[config.mk]
export PLATFORM = sky130hd
export DESIGN_NAME = mem_access_stage
export DESIGN_NICKNAME = d
export VERILOG_FILES = /design/src/rtl/mem_access_stage.sv
export SDC_FILE = /design/constraint.sdc
export NUM_CORES = 2
export LEC_CHECK = 0
export BUFFER_PORTS_ARGS = -buffer_cell sky130_fd_sc_hd__buf_4
export CAP_MARGIN = 5
export CORE_AREA = 2 2 557 504
export DETAILED_ROUTE_END_ITERATION = 8
export DIE_AREA = 0 0 559 506
export PLACE_DENSITY = 0.54
export REMOVE_ABC_BUFFERS = 1
export SLEW_MARGIN = 10
export SYNTH_ARGS = -nofsm -noshare
export SYNTH_HDL_FRONTEND = slang
export SYNTH_SLANG_ARGS = --single-unit
[constraint.sdc]
create_clock -name clk -period 6.3 [get_ports clk]
set_input_delay 0.63 -clock clk [delete_from_list [all_inputs] [get_ports clk]]
set_output_delay 0.63 -clock clk [all_outputs]
set_load 0.01 [all_outputs]
[src/rtl/mem_access_stage.sv]
// mem_access_stage: pipeline MEM stage feeding the MEM/WB buffer.
// It holds the data memory (two half-word lanes, synchronous access) and
// registers the result word, low byte and forwarding tag one cycle after
// acceptance. It also handles stall, flush and misalignment detection.
module mem_access_stage #(
    parameter int S  = 15,  // MSB index of the data word
    parameter int AW = 8,   // byte-address width
    parameter int FW = 15   // MSB index of the forwarding tag
) (
    input  logic          clk,
    input  logic          rst,
    input  logic          InValid,
    input  logic [2:0]    InOp,
    input  logic [AW-1:0] InAddr,
    input  logic [S:0]    InAlu,
    input  logic [S:0]    InStore,
    input  logic [FW:0]   ForwardIn,
    input  logic          Stall,
    input  logic          Flush,
    output logic          OutValid,
    output logic [S:0]    OutWord,
    output logic [7:0]    OutByte,
    output logic [FW:0]   ForwardOut,
    output logic          MisalignErr
);

    localparam int DEPTH = 2 ** (AW - 1);
    localparam int HW    = (S + 1) / 2;   // width of one byte lane (half word)

    localparam logic [2:0] OP_LW = 3'b001;
    localparam logic [2:0] OP_LB = 3'b010;
    localparam logic [2:0] OP_SW = 3'b011;
    localparam logic [2:0] OP_SB = 3'b100;

    // Where the registered output word comes from.
    typedef enum logic [1:0] {
        SRC_ALU  = 2'd0,
        SRC_WORD = 2'd1,
        SRC_BYTE = 2'd2
    } src_e;

    logic          accept;
    logic [AW-2:0] widx;
    logic          bsel;
    logic          sb_op;
    logic [1:0]    lane_we;
    logic          rd_en;
    src_e          src_next;
    logic          mis_next;

    src_e          src_reg;
    logic          valid_reg;
    logic          bsel_reg;
    logic [S:0]    alu_reg;
    logic [FW:0]   fwd_reg;
    logic          mis_reg;

    logic [S:0]    rd_word;
    logic [7:0]    rd_byte;

    assign accept = InValid & ~Stall & ~Flush & ~rst;
    assign widx   = InAddr[AW-1:1];
    assign bsel   = InAddr[0];
    assign sb_op  = (InOp == OP_SB);

    // Decode the op into lane write enables, read enable and output source.
    // Everything is gated by accept so stalls, flushes and reset never touch memory.
    always_comb begin
        lane_we  = 2'b00;
        rd_en    = 1'b0;
        src_next = SRC_ALU;
        mis_next = 1'b0;
        if (accept) begin
            case (InOp)
                OP_LW: begin
                    if (bsel) begin
                        mis_next = 1'b1;
                    end else begin
                        rd_en    = 1'b1;
                        src_next = SRC_WORD;
                    end
                end
                OP_LB: begin
                    rd_en    = 1'b1;
                    src_next = SRC_BYTE;
                end
                OP_SW: begin
                    if (bsel) begin
                        mis_next = 1'b1;
                    end else begin
                        lane_we = 2'b11;
                    end
                end
                OP_SB: begin
                    lane_we[bsel] = 1'b1;
                end
                default: begin
                    // NOP and unused codes just pass the ALU result through
                end
            endcase
        end
    end

    // One RAM per byte lane so a byte store needs no read-modify-write.
    genvar gi;
    generate
        for (gi = 0; gi < 2; gi++) begin : g_lane
            logic [HW-1:0] mem_lane [0:DEPTH-1];
            logic [HW-1:0] wdata;
            logic [HW-1:0] rd_lane_reg;

            assign wdata = sb_op ? HW'(InStore[7:0]) : InStore[gi*HW +: HW];

            // Synchronous write and registered read; the read register only
            // loads on an accepted load, so it naturally holds during stalls.
            always_ff @(posedge clk) begin
                if (lane_we[gi]) begin
                    mem_lane[widx] <= wdata;
                end
                if (rd_en) begin
                    rd_lane_reg <= mem_lane[widx];
                end
            end
        end
    endgenerate

    // Pipeline register for the non-memory part of the result; bubbles clear
    // tag and ALU value so nothing stale is ever forwarded.
    always_ff @(posedge clk) begin
        if (rst) begin
            valid_reg <= 1'b0;
            src_reg   <= SRC_ALU;
            bsel_reg  <= 1'b0;
            alu_reg   <= '0;
            fwd_reg   <= '0;
            mis_reg   <= 1'b0;
        end else if (!Stall) begin
            if (accept) begin
                valid_reg <= 1'b1;
                src_reg   <= src_next;
                bsel_reg  <= bsel;
                alu_reg   <= InAlu;
                fwd_reg   <= ForwardIn;
                mis_reg   <= mis_next;
            end else begin
                valid_reg <= 1'b0;
                src_reg   <= SRC_ALU;
                bsel_reg  <= 1'b0;
                alu_reg   <= '0;
                fwd_reg   <= '0;
                mis_reg   <= 1'b0;
            end
        end
    end

    // Select the final word from registered state only (no input-to-output path).
    always_comb begin
        rd_word = {g_lane[1].rd_lane_reg, g_lane[0].rd_lane_reg};
        rd_byte = bsel_reg ? g_lane[1].rd_lane_reg[7:0] : g_lane[0].rd_lane_reg[7:0];
        case (src_reg)
            SRC_WORD: OutWord = rd_word;
            SRC_BYTE: OutWord = {{(S - 7){1'b0}}, rd_byte};
            default:  OutWord = alu_reg;
        endcase
    end

    assign OutByte     = OutWord[7:0];
    assign OutValid    = valid_reg;
    assign ForwardOut  = fwd_reg;
    assign MisalignErr = mis_reg;

endmodule

==> metrics.md <==
| Metric | Value |
|---|---|
| Drt total wl | `281 mm` |
| Die height | `506 um` |
| Final hold slack | `103 ps` |
| Post-layout instance area | `95100 sq um` |
| Crit path kind | `register to output port` |
| I/O pins | `106` |
| Max Slew Vio Count | `0` |
| Mux contribution to synthesized area | `under 10%` |
| CTS max path bufs | `3` |
| Reg with most FFs | `g_lane.mem_lane` |
| Final cycle utilization of the critical path | `62.8%` |
| Initial antenna violation count | `11` |
| Syn avg cell area | `about 16 sq um` |
| RSZ-0062 raised after global routing | `no` |
| Max reg flops | `2048` |
| Cell variety after synth | `76` |
| Ys async rst share | `0%` |
| TritonCTS Buffers | `212` |
| Final setup TNS | `0 ps` |
| Die width | `between 500 and 600 um` |
| Area Overhead vs Synth | `14.8%` |
| Synth Flop Type | `edfxtp_1` |
| Largest family of logic cells by synthesized area | `compound AO/OA/AOI/OAI gates` |
| Via/cell ratio | `between 5 and 6` |
| Setup bufs post-CTS | `0` |
| Most common cell after layout, fill and taps aside | `edfxtp_1` |
| Leak | `between 20 and 30 nW` |
| WL/cell | `between 30 and 40 um` |
| Area after DPL | `~88000 sq um` |
| Worst r2r src | `g_lane[0].mem_lane[47][7]$_DFFE_PP_` |
| Post-synth EDFFs | `between 2000 and 2500` |
| Worst min-delay path startpoint | `InOp[2]` |
| Final hold viol count | `0` |
| Remaining antenna violation count | `0` |
| Worst Hold Class | `input pin to register` |
| Slew @ Worst Pin | `between 1000 and 1500 ps` |
| Fmax | `about 250 MHz` |
| Worst path required time | `~5700 ps` |
| Iter 0 DRT Violations | `7773` |
| Port bufs | `105` |
| Share of cells above drive strength 1 | `14.0%` |
| Seq/Total Area, Yosys | `75.7%` |
| Peak VDD IR | `255 uV` |
| Max cap viols | `0` |
| Core Region | `277000 sq um` |
| CP max FO | `8` |
| Crit path launch type | `register` |
| DR vias | `50900` |
| CTS root buffer | `clkbuf_16` |
| H-tree depth | `4` |
| Syn Std Cell Area | `around 83000 sq um` |
| Setup crit end kind | `output port` |
| Vias in the first global route | `48600` |
| Yosys reg bits | `2101` |
| First-pass GRT wire length | `390 mm` |
| GPL Wtd Cong | `0.895` |
| DRC errors left | `0` |
| Total congestion overflow | `0` |
| GRT Overall Usage | `19.2%` |
| Synth warnings | `0` |
| Syn Inst Count | `~5000` |
| # hold bufs at CTS | `32` |
| Post-Synth XOR/XNOR Area | `0%` |
| Count of final setup violators | `0` |
| DR pass1 iterations | `7` |
| Status | `finished clean` |
| Worst setup startpoint | `src_reg[1]$_SDFFE_PP0N_` |
| Clock sink count | `2101` |
| CTS tree | `done` |
| FP Rows | `184` |
| Synth Area in Compound Gates | `roughly 13%` |
| Slew margin rel. | `a little over an eighth` |
| Post-Synth Simple-Gate Area | `5.16%` |
| Post-CTS sizing | `0` |
| NumNets Final | `~5300` |
| PwrDens | `313 nW/um^2` |
| Largest net degree at the start of global routing | `129` |
| Most frequent cells in the layout | `edfxtp_1, nor2_1, a22oi_1, buf_4, a221oi_1` |
| Clk_skew | `58.9 ps` |
| Tmin final | `3960 ps` |
| Clock-pin slew on the worst setup and hold paths | `60 ps` |
| Synthesized-area fraction occupied by adder cells | `0.0302%` |
| Initial Utilization | `29.9%` |
| Die ar. | `283000 sq um` |
| Hpwl dp | `177 mm` |
| Worst skew pair latency | `880 ps` |
| Critical path arrival | `3330 ps` |
==> layer usage <==
| metal | vias up | track usage [%] | part of all wire, % |
|---|---|---|---|
| met5 | - | 0 | 0.010 |
| met4 | 4 | 6.43 | 3.5 |
| met3 | 421 | 4.12 | 9.9 |
| met2 | 2899 | 29.7 | 45 |
| met1 | 26600 | 26.7 | 41 |
| li1 | 21000 | - | - |
==> report_power, final <==
part	switching (W)	internal (W)
Combinational	0.00133	0.000458
Clock	0.00557	0.00698
Sequential	0.00000435	0.0154
==> final timing paths <==
check,to,slack (ps),cells after the start
worst max-delay path,OutByte[5],2340,7
worst min register to register,MisalignErr$_SDFFE_PP0N_,480,2
worst min-delay path,src_reg[1]$_SDFFE_PP0N_,100,4
worst max register to register,g_lane[0].rd_lane_reg[7]$_DFFE_PP_,3490,6
==> cells by family (layout without fill, tap and decap cells) <==
logic type,Yosys count,in the layout
AOI/OAI and AO/OA,1395,1395
adders and majority gates,2,2
buffers and inverters,443,716
DFF,2101,2101
muxes,257,257
other,0,4
and+or+nand+nor,900,900
==> Yosys cell counts, types with 26 or more instances <==
master	instances	area [sq um]
a22oi_1	248	1860
o21ai_0	111	556
nor2b_1	37	231
o22a_1	29	254
clkbuf_1	169	634
a211oi_1	71	533
nand3_1	31	155
buf_1	35	131
mux2_2	45	507
nand2_1	215	807
a221oi_1	240	2100
o2bb2ai_1	32	280
buf_2	155	776
o22ai_1	90	563
dfxtp_1	37	741
buf_4	47	353
edfxtp_1	2064	62000
o221ai_1	45	394
mux4_2	50	1130
a21oi_1	231	1160
nand3b_1	60	450
nor2_1	389	1460
mux2i_1	162	1620
a21bo_2	26	260
a22o_1	55	482
a222oi_1	64	641
==> critical path: stages (launching register included) <==
cell      delay (ps)
dfxtp_1          330
inv_1             60
ha_1             570
a21oi_1          120
nor2_2           800
a222oi_1         310
inv_1            150
buf_4            130
==> per-stage QoR <==
stage / cells / util (%) / setup WS, ps / power (W)
final: 9095 / 34.3 / 2340 / 0.0297
after global routing: 9092 / 34.3 / 2350 / 0.0304
after CTS: 9091 / 34.3 / 2250 / 0.0299
after detailed placement: 8663 / 31.7 / 1780 / 0.0174
after global placement: 8663 / 31.7 / 1810 / 0.0174
after floorplan: 4674 / - / -3550 / 0.0164
==> final cells by class <==
cell class	instances	area (sq um)
clock buffer	262	5490
sequential	2101	62700
antenna	4	10.0
inverter	19	83.8
multi-input combinational	2554	18100
timing repair buffer	301	2630
clock inverter	134	1380
fill	26400	182000
tap	3720	4650
No activity file was read; power rests on OpenSTA's default activity.
